## src/rtl/alu_sched_pkg.sv

```systemverilog
// alu_sched shared types: FSM states, ALU op codes and the latched request.
// Optional 64-bit chaining is enabled with ALU_SCHED_WIDE_EN.
package alu_sched_pkg;

  typedef enum logic [1:0] {
    IDLE    = 2'd0,
    EXEC    = 2'd1,
    RESP    = 2'd2,
    HI_WAIT = 2'd3
  } state_t;

  localparam logic [1:0] OP_ADD = 2'b00;
  localparam logic [1:0] OP_SUB = 2'b01;
  localparam logic [1:0] OP_AND = 2'b10;
  localparam logic [1:0] OP_OR  = 2'b11;

  typedef struct packed {
    logic [31:0] a;
    logic [31:0] b;
    logic [1:0]  op;
    logic        cin;
    logic        id;
    logic        wide;
  } req_t;

endpackage

```

## src/rtl/alu32.sv

```systemverilog
// Shared 32-bit ALU: {s1,s0} = 00 add, 01 sub (a + ~b + carryin), 10 and, 11 or.
// Logic ops report cout = 0.
module alu32 (
  input  logic [31:0] a,
  input  logic [31:0] b,
  input  logic        s1,
  input  logic        s0,
  input  logic        carryin,
  output logic [31:0] out,
  output logic        cout,
  output logic        zout
);

  logic [31:0] bx;
  logic [32:0] sum;

  always_comb begin
    bx   = s0 ? ~b : b;
    sum  = {1'b0, a} + {1'b0, bx} + {32'd0, carryin};
    out  = sum[31:0];
    cout = sum[32];
    if (s1) begin
      out  = s0 ? (a | b) : (a & b);
      cout = 1'b0;
    end
    zout = (out == 32'd0);
  end

endmodule

```

## src/rtl/rr_arb2.sv

```systemverilog
// Two-input round-robin arbiter; last_grant moves only when advance is high.
// Requester 0 wins the first tie after reset.
module rr_arb2 (
  input  logic       clk,
  input  logic       rst_n,
  input  logic [1:0] valid,
  input  logic       advance,
  output logic [1:0] grant
);

  logic last_grant;

  always_comb begin
    grant = 2'b00;
    unique case (1'b1)
      valid[0] && (!valid[1] || last_grant): grant = 2'b01;
      valid[1] && (!valid[0] || !last_grant): grant = 2'b10;
      default: grant = 2'b00;
    endcase
  end

  always_ff @(posedge clk or negedge rst_n) begin
    if (!rst_n) begin
      last_grant <= 1'b1;
    end else if (advance) begin
      last_grant <= grant[1];
    end
  end

endmodule

```

## src/rtl/alu_sched.sv

```systemverilog
// Round-robin scheduler sharing one alu32 between two requesters.
// ALU_SCHED_WIDE_EN adds 64-bit add/sub as two chained beats.
module alu_sched
  import alu_sched_pkg::*;
(
  input  logic        clk,
  input  logic        rst_n,
  input  logic [1:0]  req_valid,
  output logic [1:0]  req_ready,
  input  logic [31:0] req_a0,
  input  logic [31:0] req_b0,
  input  logic [31:0] req_a1,
  input  logic [31:0] req_b1,
  input  logic [1:0]  req_op0,
  input  logic [1:0]  req_op1,
  input  logic [1:0]  req_cin,
`ifdef ALU_SCHED_WIDE_EN
  input  logic [1:0]  req_wide,
`endif
  output logic        rsp_valid,
  input  logic        rsp_ready,
  output logic        rsp_id,
  output logic [31:0] rsp_out,
  output logic        rsp_cout,
  output logic        rsp_zout,
  output logic        rsp_last
);

  state_t      state, nxt;
  req_t        cur;
  logic [1:0]  grant;
  logic        adv;
  logic        sel;
  logic [31:0] pa, pb;
  logic [31:0] alu_out;
  logic        alu_c, alu_z;

  rr_arb2 u_arb (
    .clk     (clk),
    .rst_n   (rst_n),
    .valid   (req_valid),
    .advance (adv),
    .grant   (grant)
  );

  alu32 u_alu (
    .a       (cur.a),
    .b       (cur.b),
    .s1      (cur.op[1]),
    .s0      (cur.op[0]),
    .carryin (cur.cin),
    .out     (alu_out),
    .cout    (alu_c),
    .zout    (alu_z)
  );

  assign sel = (state == IDLE) ? grant[1] : cur.id;
  assign pa  = sel ? req_a1 : req_a0;
  assign pb  = sel ? req_b1 : req_b0;

  assign rsp_valid = (state == RESP);

  always_comb begin
    nxt       = state;
    req_ready = 2'b00;
    adv       = 1'b0;
    case (state)
      IDLE: begin
        req_ready = grant;
        if (|grant) begin
          adv = 1'b1;
          nxt = EXEC;
        end
      end
      EXEC: nxt = RESP;
      RESP: begin
        if (rsp_ready) begin
`ifdef ALU_SCHED_WIDE_EN
          nxt = cur.wide ? HI_WAIT : IDLE;
`else
          nxt = IDLE;
`endif
        end
      end
`ifdef ALU_SCHED_WIDE_EN
      HI_WAIT: begin
        // Locked to the low-beat owner; the other side stalls.
        req_ready = {cur.id, ~cur.id} & req_valid;
        if (|req_ready) nxt = EXEC;
      end
`endif
      default: nxt = IDLE;
    endcase
  end

  always_ff @(posedge clk or negedge rst_n) begin
    if (!rst_n) state <= IDLE;
    else        state <= nxt;
  end

`ifdef ALU_SCHED_WIDE_EN
  logic hi;
`endif

  always_ff @(posedge clk or negedge rst_n) begin
    if (!rst_n) begin
      cur <= '0;
`ifdef ALU_SCHED_WIDE_EN
      hi  <= 1'b0;
`endif
    end else if (state == IDLE && |grant) begin
      cur.a   <= pa;
      cur.b   <= pb;
      cur.op  <= grant[1] ? req_op1 : req_op0;
      cur.cin <= grant[1] ? req_cin[1] : req_cin[0];
      cur.id  <= grant[1];
`ifdef ALU_SCHED_WIDE_EN
      cur.wide <= grant[1] ? req_wide[1] : req_wide[0];
      hi       <= 1'b0;
    end else if (state == HI_WAIT && |req_ready) begin
      // rsp_cout still holds the low-beat carry here.
      cur.a    <= pa;
      cur.b    <= pb;
      cur.cin  <= rsp_cout;
      cur.wide <= 1'b0;
      hi       <= 1'b1;
`else
      cur.wide <= 1'b0;
`endif
    end
  end

  always_ff @(posedge clk or negedge rst_n) begin
    if (!rst_n) begin
      rsp_id   <= 1'b0;
      rsp_out  <= '0;
      rsp_cout <= 1'b0;
      rsp_zout <= 1'b0;
    end else if (state == EXEC) begin
      rsp_id   <= cur.id;
      rsp_out  <= alu_out;
      rsp_cout <= alu_c;
`ifdef ALU_SCHED_WIDE_EN
      rsp_zout <= hi ? (alu_z & rsp_zout) : alu_z;
`else
      rsp_zout <= alu_z;
`endif
    end
  end

`ifdef ALU_SCHED_WIDE_EN
  always_ff @(posedge clk or negedge rst_n) begin
    if (!rst_n)              rsp_last <= 1'b0;
    else if (state == EXEC)  rsp_last <= ~cur.wide;
  end
`else
  // wide is never set in this build, so this is constant 1.
  assign rsp_last = ~cur.wide;
`endif

endmodule

```

## config.mk

```make
export PLATFORM = sky130hd
export DESIGN_NAME = alu_sched
export DESIGN_NICKNAME = d
export VERILOG_FILES = /design/src/rtl/alu_sched_pkg.sv /design/src/rtl/alu32.sv /design/src/rtl/rr_arb2.sv /design/src/rtl/alu_sched.sv
export SDC_FILE = /design/constraint.sdc
export NUM_CORES = 1
export LEC_CHECK = 0
export ABC_AREA = 1
export BUFFER_PORTS_ARGS = -buffer_cell sky130_fd_sc_hd__buf_2
export CORE_UTILIZATION = 60
export DETAILED_ROUTE_END_ITERATION = 12
export PLACE_DENSITY = 0.93
export SLEW_MARGIN = 30
export SYNTH_ARGS = -nofsm -noshare
export SYNTH_HDL_FRONTEND = slang
export SYNTH_SLANG_ARGS = --single-unit
```

## constraint.sdc

```tcl
create_clock -name clk -period 5.4 [get_ports clk]
set_input_delay 0.27 -clock clk [delete_from_list [all_inputs] [get_ports clk]]
set_output_delay 0.27 -clock clk [all_outputs]
set_load 0.01 [all_outputs]
```

# ---- Word level (Yosys, flattened, before mapping)
# Cells that the tools add are included.
dict set report word_totals {
  ff_bits 106
  inputBits 139
  output_inout_bits 39
  elab_cells 48
}
dict set report op_classes {
  addsub 2
  eq_ne 4
  n_mux 16
  bitwise 3
  reduce_logical 12
}
# cell count
set ops {}
lappend ops {{2-to-1 mux 32 bit} 5}
lappend ops {{adder 32 x 32 -> 33 bit} 1}
lappend ops {{adder 33 x 1 -> 33 bit} 1}
lappend ops {{AND 32 bit} 1}
lappend ops {{logical NOT 32 bit} 1}
lappend ops {{inverter 32 bit} 1}
lappend ops {{OR 32 bit} 1}
lappend ops {{2-to-1 mux 2 bit} 4}
lappend ops {{one-hot mux 2 bit (3 select lines)} 1}
lappend ops {{2-to-1 mux 1 bit} 5}
lappend ops {{!= test 2 x 1 -> 1 bit, second input constant} 2}
lappend ops {{one-hot mux 2 bit (2 select lines)} 1}
lappend ops {{logical AND 1 bit} 3}
lappend ops {{logical NOT 1 bit} 3}
lappend ops {{== test 2 x 1 -> 1 bit, second input constant} 1}
lappend ops {{== test 2 bit, second input constant} 1}
lappend ops {{logical NOT 2 bit} 1}
lappend ops {{logical OR 1 bit} 2}
lappend ops {{AND reduction 2 bit} 1}
lappend ops {{OR reduction 2 bit} 1}

# ---- Depth between registers and ports, before layout
# Gate-level depths: netlist (run 1).
dict set report depth {
  word_depth 7
  ltp_mapped 24
  ltp_nobuf 22
}

# ---- Hierarchy
# From an unflattened synthesis (run 1), not the netlist that was laid out.
dict set report unflattened {
  hier_cells 1478
  area_unflattened_um2 9212.6
}
# module n_inst cells_each area_per_inst_um2 seq_area_each_um2
set modules_own_cells {}
lappend modules_own_cells {alu_sched 1 666 5333.9 2627.5}
lappend modules_own_cells {alu32 1 803 3814.9 0.0}
lappend modules_own_cells {rr_arb2 1 9 63.8 26.3}

# ---- Worst setup path after synthesis (run 1)
# Ideal clock, no wire load.
dict set report synth_path {
  path_type {register -> register}
  startpoint {register cur[3] (netlist name)}
  endpoint {register rsp_zout}
  setup_time_ps 66
  arrival_time_ps 2772
  required_time_ps 5334
  slack_ps 2563
  stages_incl_launch_ff 20
  n_path_buf 4
  synth_period_minus_slack_ps 2837
  path_cell_list {dfrtp_1 > buf_2 > buf_2 > buf_2 > buf_2 > xor2_1 > ha_1 > nand2_1 > inv_1 > a21oi_1 > nand2_1 > a21oi_1 > nand3_1 > nand3_1 > nand2_1 > nor2_1 > nand2_1 > nor2_1 > nand3_1 > nand2_1}
}
dict set report synth_between {
  elab_chain_len 5
  word_cells_on_any_way 6
  cone_classes {2 x add/sub; 3 x mux; 1 x reduce/logical}
}
# item line_no
set synth_lines {}
lappend synth_lines {{start, declared} alu_sched.sv:30} ;# req_t cur;
lappend synth_lines {{2-to-1 mux 32 bit} alu32.sv:18} ;# bx = s0 ? ~b : b;
lappend synth_lines {{adder 32 x 32 -> 33 bit} alu32.sv:19} ;# sum = {1'b0, a} + {1'b0, bx} + {32'd0, carryin};
lappend synth_lines {{adder 33 x 1 -> 33 bit} alu32.sv:19}
lappend synth_lines {{2-to-1 mux 32 bit *} alu32.sv:22} ;# if (s1) begin
lappend synth_lines {{logical NOT 32 bit *} alu32.sv:26} ;# zout = (out == 32'd0);
lappend synth_lines {{end signal, assigned} alu_sched.sv:146} ;# rsp_zout <= alu_z;
lappend synth_lines {{end, declared} alu_sched.sv:25} ;# output logic rsp_zout,
# Every way passes the cells marked *; elsewhere a longest branch is shown, timed or not.
# A chain may end at the register's enable or synchronous reset.

# ---- Final worst setup path (run 1)
# Ends and elaborated chain as after synthesis.

==> results of run 1 <==
## metal layers
layer	vias up	track usage, %	share of wire (%)
li1	4356	-	-
met1	4175	55.52	42
met2	576	57.46	43
met3	64	8.576	12
met4	2	12.74	2.7
met5	-	2.206	0.13
## path summary, 6_finish.rpt
kind | from | end | slack, ns
setup / recovery | cur[3]$_DFFE_PN0P_ | rsp_zout$_DFFE_PN0N_ | 1.87
hold / removal | rsp_ready | state[1]$_DFFE_PN0P_ | 0.15
setup reg to reg | cur[3]$_DFFE_PN0P_ | rsp_zout$_DFFE_PN0N_ | 1.87
hold reg to reg | rsp_out[16]$_DFFE_PN0N_ | rsp_out[16]$_DFFE_PN0N_ | 0.49
max in group asynchronous | rst_n | cur[3]$_DFFE_PN0P_ | 3.73
min in group asynchronous | rst_n | cur[12]$_DFFE_PN0P_ | 0.42
## flip-flops by register name, summed over array words and instances, names as in the netlist
signal,flops
rsp_id,1
rsp_zout,1
u_arb.last_grant,1
state,2
cur,68
rsp_cout,1
rsp_out,32
## kinds of logic after synthesis
kind of cell,Yosys count,share of synthesized area [%]
compound gates,244,16.81
xor+xnor,13,1.413
buf+inv,239,11.43
fa+ha+maj,33,5.310
simple gates,630,32.06
other cells,1,0.04653
flops,106,32.93
## layout make-up
cell class                 instances  area (um2)
multi-input combinational        921        4496
fill                            1098        3541
sequential                       106        2655
timing repair buffer             185       953.4
inverter                         190       715.7
clock buffer                      10       239.0
tap                              172       215.2
clock inverter                     6       61.31
## metrics by stage
stage | instance area [um2] | setup WS [ns] | hold slack [ns] | util, % | cells
5_1_grt | 9335 | 1.610 | 0.1679 | 72.50 | 1590
2_1_floorplan | 8059 | 2.563 | -0.02559 | - | 1266
3_3_place_gp | 9022 | 2.102 | 0.2700 | 70.07 | 1573
6_report | 9335 | 1.866 | 0.1466 | 72.50 | 1590
4_1_cts | 9335 | 1.986 | 0.1410 | 72.50 | 1590
3_5_place_dp | 9025 | 2.033 | 0.2763 | 70.09 | 1573
## layout by cell type (no fill, tap or decap), types with 2 or more instances in the layout
master,count
ha_1,31
dfrtp_1,104
nor3_2,2
nor3_1,4
nand4_1,10
o211ai_1,18
xor2_1,13
nand3b_1,9
buf_2,175
fa_1,2
o21ai_0,136
a31oi_1,20
clkinv_4,2
buf_4,9
inv_1,185
nand3_1,60
nor2_1,182
a211oi_1,2
and2_1,2
nand2_1,342
a21oi_1,23
nand2_2,8
nand3_2,4
o22ai_1,41
clkinv_1,2
inv_2,2
nor2_2,6
clkbuf_16,9
## worst register-to-register path, cell delays in order, from the launching register on
cell and delay (ns):
dfrtp_2 0.74, buf_4 0.50, nand2_1 0.14, inv_1 0.07
nor2_1 0.04, ha_1 0.41, nand2_2 0.12, nor2_2 0.18
nand2_1 0.11, nor2_1 0.10, nand2_1 0.08, nand3_1 0.10
nand2_1 0.05, nand3_1 0.06, o21ai_0 0.27, nor2_1 0.17
nand2_1 0.06, nor2_1 0.12, nand3_1 0.09, nand2_1 0.06
==> out/results.ini, run 1 <==
[yosys]
syn_area_per_cell_um2=6.366
synth-seq-cells=106
yosys.cell_types.count=34
post-synth-top-count-cell=nand2_1
synth_ff_type=dfrtp_1
ys_warn_count=0
synth_top_cells_by_count=nand2_1, inv_1, nor2_1
synth_top_area_share_pct=32.60
synth_largest_area_cell=dfrtp_1
syn_inst=1266
synth_area_mm2=0.008059
synthTopCellsByArea=dfrtp_1, nand2_1, inv_1
synth_edf_count=0
ys_seq_area_share_pct=32.93
synth_async_sr_flop_share_pct=100.0
syn_nets=1438

[placed_design]
globalplace.congestion=1.060
io_buffer_count=176
dpl.hpwl_mm=20.54

[setup_path]
max_stage_delay_ns=0.74
end_kind=register
crit_top_cell=nand2_1
critPathSlowestCell=dfrtp_2
rr_worst_depth=19
worst-path-buf-inv=2
criticalPathCategory=register to register
path_depth=19
crit_family=simple AND/OR/NAND/NOR gates
cp-start-kind=register
cp_max_fo=34
worstPathArrival_ns=3.84
critPathRequiredTime_ns=5.71
crit_chain=buf_4, nand2_1, inv_1, nor2_1, ha_1, nand2_2, nor2_2, nand2_1, nor2_1, nand2_1, nand3_1, nand2_1, nand3_1, o21ai_0, nor2_1, nand2_1, nor2_1, nand3_1, nand2_1

[clock_tree]
numCtsBuffers=9
cts.reportedPaths.clkPinSlew_ns=0.08
cts_tree=yes
htreeDepth=3
postCtsHoldBufs=1
cts_buffer_depth=2
cts_setup_buffers=0
insertion_delay_ns=0.37
cts-root-buf=clkbuf_16
ctsResizeCount=0
cts.sinks=106

[worst_hold_path]
hp-class=input port to register
hold_depth=4

[drt]
dr.pass1.iters=6
drt-vias-per-instance=5.769
drt_iter0_drc=1065
routedWlPerCell_um=16.53
drc=0
drt_wl_total_mm=26.28
ant_nets=0
dr_total_vias=9173

[layout]
drive_above_1_share_pct=15.94
final_nets=1585
diodes=0
syn2layout_area_growth_pct=15.84

[sta]
max_freq_ghz=0.2830
rsz0062_at_grt=false
finalSetupTns_ns=0
skew_ns=0.01237
timing_hold_violations_final=0
worstMarginPinSlew_ns=0.9274
setup_viol=0
slew_headroom_pct=38.11
fin_crit_ns=3.534
period_share_pct=65.44
drv_slew=0

[die]
initial_core_util_pct=62.59
rows=41
num_io_pins=178
coreArea_mm2=0.01288
dieHeight_um=117.9
die_area_mm2=0.01390
die_x_um=117.9

[grt]
grt_pass1_wl_mm=42.16
grt_pass1_vias=8404
overflow=0
antenna_found_initial=0
grt_use_total_pct=38.73
grt_max_degree=82

[run]
cap_violations=0

[status]
status=complete, no violations

Power of run 1 is not shown: default switching activity piles up to over one toggle a cycle in this logic, so the estimate is an artifact.
==> run 2, diff against run 1 <==
- ABC_AREA: 1 -> 0
- CORE_UTILIZATION: 60 -> 55
- PLACE_DENSITY: 0.93 -> 0.87
- clock period: 5.4 -> 3.3 ns (I/O delays scaled with it)
==> out/results.ini, run 2 <==
[yosys]
synth_ff_type=dfrtp_1  ; unchanged
synth_largest_area_cell=dfrtp_1  ; unchanged
syn_inst=872  ; was 1,266
synth_top_cells_by_count=nand2_1, o21ai_0, dfrtp_1  ; was nand2_1, inv_1, nor2_1
synthTopCellsByArea=dfrtp_1, mux2i_1, o21ai_0  ; was dfrtp_1, nand2_1, inv_1
synth_edf_count=0  ; unchanged
synth_async_sr_flop_share_pct=100.0  ; unchanged
syn_nets=1044  ; was 1,438
synth-seq-cells=106  ; unchanged
yosys.cell_types.count=68  ; was 34
ys_seq_area_share_pct=35.06  ; was 32.93%
synth_top_area_share_pct=34.71  ; was 32.60%
post-synth-top-count-cell=nand2_1  ; unchanged
syn_area_per_cell_um2=8.681  ; was 6.366 um2
synth_area_mm2=0.007570  ; was 0.008059 mm2
ys_warn_count=0  ; unchanged

[clock_tree]
cts_buffer_depth=2  ; unchanged
htreeDepth=3  ; unchanged
numCtsBuffers=9  ; unchanged
cts.reportedPaths.clkPinSlew_ns=0.07  ; was 0.08 ns
cts.sinks=106  ; unchanged
insertion_delay_ns=0.36  ; was 0.37 ns
cts-root-buf=clkbuf_16  ; unchanged
cts_tree=yes  ; unchanged

[placed_design]
io_buffer_count=176  ; unchanged
dpl.hpwl_mm=17.18  ; was 20.54 mm
globalplace.congestion=0.9134  ; was 1.060

[setup_path]
crit_top_cell=fa_2  ; was nand2_1
criticalPathCategory=register to register  ; unchanged
critPathLaunch=cur[3]$_DFFE_PN0P_  ; unchanged
r2r_start=cur[3]$_DFFE_PN0P_  ; unchanged
critPathSlowestCell=dfrtp_2  ; unchanged
cp_max_fo=7  ; was 34
crit_chain=xor2_2, fa_2, inv_2, fa_2, and2b_2, o2111ai_4, a211oi_4, o211ai_1, a21oi_2, mux2i_1, o22ai_2, nor4b_2, nand4_1, nand2_1  ; was buf_4, nand2_1, inv_1, nor2_1, ha_1, nand2_2, nor2_2, nand2_1, nor2_1, nand2_1, nand3_1, nand2_1, nand3_1, o21ai_0, nor2_1, nand2_1, nor2_1, nand3_1, nand2_1
end_kind=register  ; unchanged
cp-start-kind=register  ; unchanged
rr_worst_depth=14  ; was 19
worst-r2r-setup-slack_ns=-0.30  ; was 1.87 ns
critPathRequiredTime_ns=3.60  ; was 5.71 ns
worstPathArrival_ns=3.90  ; was 3.84 ns
rr_endpoint=rsp_zout$_DFFE_PN0N_  ; unchanged
max_stage_delay_ns=0.45  ; was 0.74 ns

[drt]
drt_iter0_drc=814  ; was 1,065
drc=0  ; unchanged
drt_wl_total_mm=22.10  ; was 26.28 mm
routedWlPerCell_um=17.11  ; was 16.53 um
drt-vias-per-instance=5.821  ; was 5.769
ant_nets=0  ; unchanged
dr.pass1.iters=5  ; was 6
dr_total_vias=7521  ; was 9,173

[run]
cap_violations=0  ; unchanged

[die]
die_area_mm2=0.01424  ; was 0.01390 mm2
rows=42  ; was 41
die_x_um=119.3  ; was 117.9 um
dieHeight_um=119.3  ; was 117.9 um
num_io_pins=178  ; unchanged
initial_core_util_pct=56.71  ; was 62.59%
coreArea_mm2=0.01335  ; was 0.01288 mm2

[sta]
period_share_pct=109.1  ; was 65.44%
max_freq_ghz=0.2777  ; was 0.2830 GHz
skew_ns=0.01211  ; was 0.01237 ns
timing_hold_violations_final=0  ; unchanged
drv_slew=0  ; unchanged
hold_ws_ns=0.001565  ; was 0.1466 ns
fin_crit_ns=3.601  ; was 3.534 ns
setup_ws_ns=-0.3011  ; was 1.866 ns
setup_viol=3  ; was 0
rsz0062_at_grt=true  ; was false
worstMarginPinSlew_ns=0.7352  ; was 0.9274 ns
slew_headroom_pct=50.99  ; was 38.11%

[worst_hold_path]
hold_depth=2  ; was 4
hp-class=input port to register  ; unchanged
min-delay-start=rsp_ready  ; unchanged
whs_endpoint=state[1]$_DFFE_PN0P_  ; unchanged

[status]
status=finished, violations left  ; was complete, no violations
violations=negative setup slack

[layout]
drive_above_1_share_pct=30.47  ; was 15.94%
top_register=cur  ; unchanged
final_common_cell=buf_2  ; was nand2_1
largestRegisters=cur (68), rsp_out (32), state (2)  ; unchanged
syn2layout_area_growth_pct=28.56  ; was 15.84%
final_nets=1284  ; was 1,585
layout_common_cells=buf_2, nand2_1, o21ai_0  ; was nand2_1, inv_1, nor2_1
largest_reg_flops=68  ; unchanged
diodes=0  ; unchanged

[grt]
grt_max_degree=108  ; was 82
grt_use_total_pct=31.45  ; was 38.73%
grt_pass1_vias=6771  ; was 8,404
antenna_found_initial=0  ; unchanged
overflow=0  ; unchanged
grt_pass1_wl_mm=34.77  ; was 42.16 mm

[run 2: cells by family after synthesis]
logic type	share of synthesized area [%]
buffers and inverters	3.851
muxes	11.21
other	0.04954
xor gates and xnor gates	4.397
AOI/OAI and AO/OA	21.98
DFF	35.06
adders and majority gates	8.430
and+or+nand+nor	15.03
[run 2: repair_timing]
item                       in CTS  in global routing
hold endpoints to repair       70                  0
setup endpoints to repair       5                 13
hold buffers                    2                  0
pin swaps                      10                 12
setup buffers                   3                  4
gates resized for setup         9                 17
[run 2: layout make-up]
| class | instances | area, um2 |
|---|---|---|
| Clock buffer | 11 | 242.7 |
| Clock inverter | 4 | 30.03 |
| Fill cell | 1015 | 3616 |
| Inverter | 20 | 75.07 |
| Multi-Input combinational cell | 694 | 4778 |
| Sequential cell | 106 | 2655 |
| Tap cell | 176 | 220.2 |
| Timing Repair Buffer | 281 | 1730 |
[run 2: metrics by stage]
step | worst slack [ns] | utilization, % | cells | cell area [um2] | TNS, ns
4_1_cts | -0.2168 | 72.13 | 1288 | 9628 | -0.4023
2_1_floorplan | -0.5768 | - | 872 | 7642 | -2.244
3_3_place_gp | -0.1613 | 69.44 | 1268 | 9269 | -0.1848
5_1_grt | -0.4478 | 72.91 | 1292 | 9732 | -1.098
3_5_place_dp | -0.2520 | 69.44 | 1268 | 9269 | -0.5564
6_report | -0.3011 | 72.91 | 1292 | 9732 | -0.4670
[run 2: worst max path at each step]
stage | end | slack, ns | cells after the start
floorplan | rsp_zout$_DFFE_PN0N_ | -0.58 | 19
global placement | rsp_zout$_DFFE_PN0N_ | -0.16 | 14
detailed placement | rsp_zout$_DFFE_PN0N_ | -0.25 | 14
CTS | rsp_zout$_DFFE_PN0N_ | -0.22 | 14
global route | rsp_zout$_DFFE_PN0N_ | -0.45 | 14
finish | rsp_zout$_DFFE_PN0N_ | -0.30 | 14
[run 2: worst max-delay path, delay by kind of cell (launching register included)]
family / cells / cell delay, ns
and+or+nand+nor: 4 / 0.84
AOI/OAI and AO/OA: 5 / 1.16
buffers and inverters: 1 / 0.05
muxes: 1 / 0.25
xor gates and xnor gates: 1 / 0.22
DFF: 1 / 0.45
adders and majority gates: 2 / 0.58
[run 2: per-layer routing]
metal / up-vias / GRT usage, % / part of all wire (%)
met2: 357 / 47.20 / 44
met1: 3489 / 48.00 / 47
met3: 30 / 3.209 / 7.7
li1: 3645 / - / -
met4: 0 / 8.672 / 1.6
met5: - / 0 / 0
Power of run 2 is left out for the same reason.
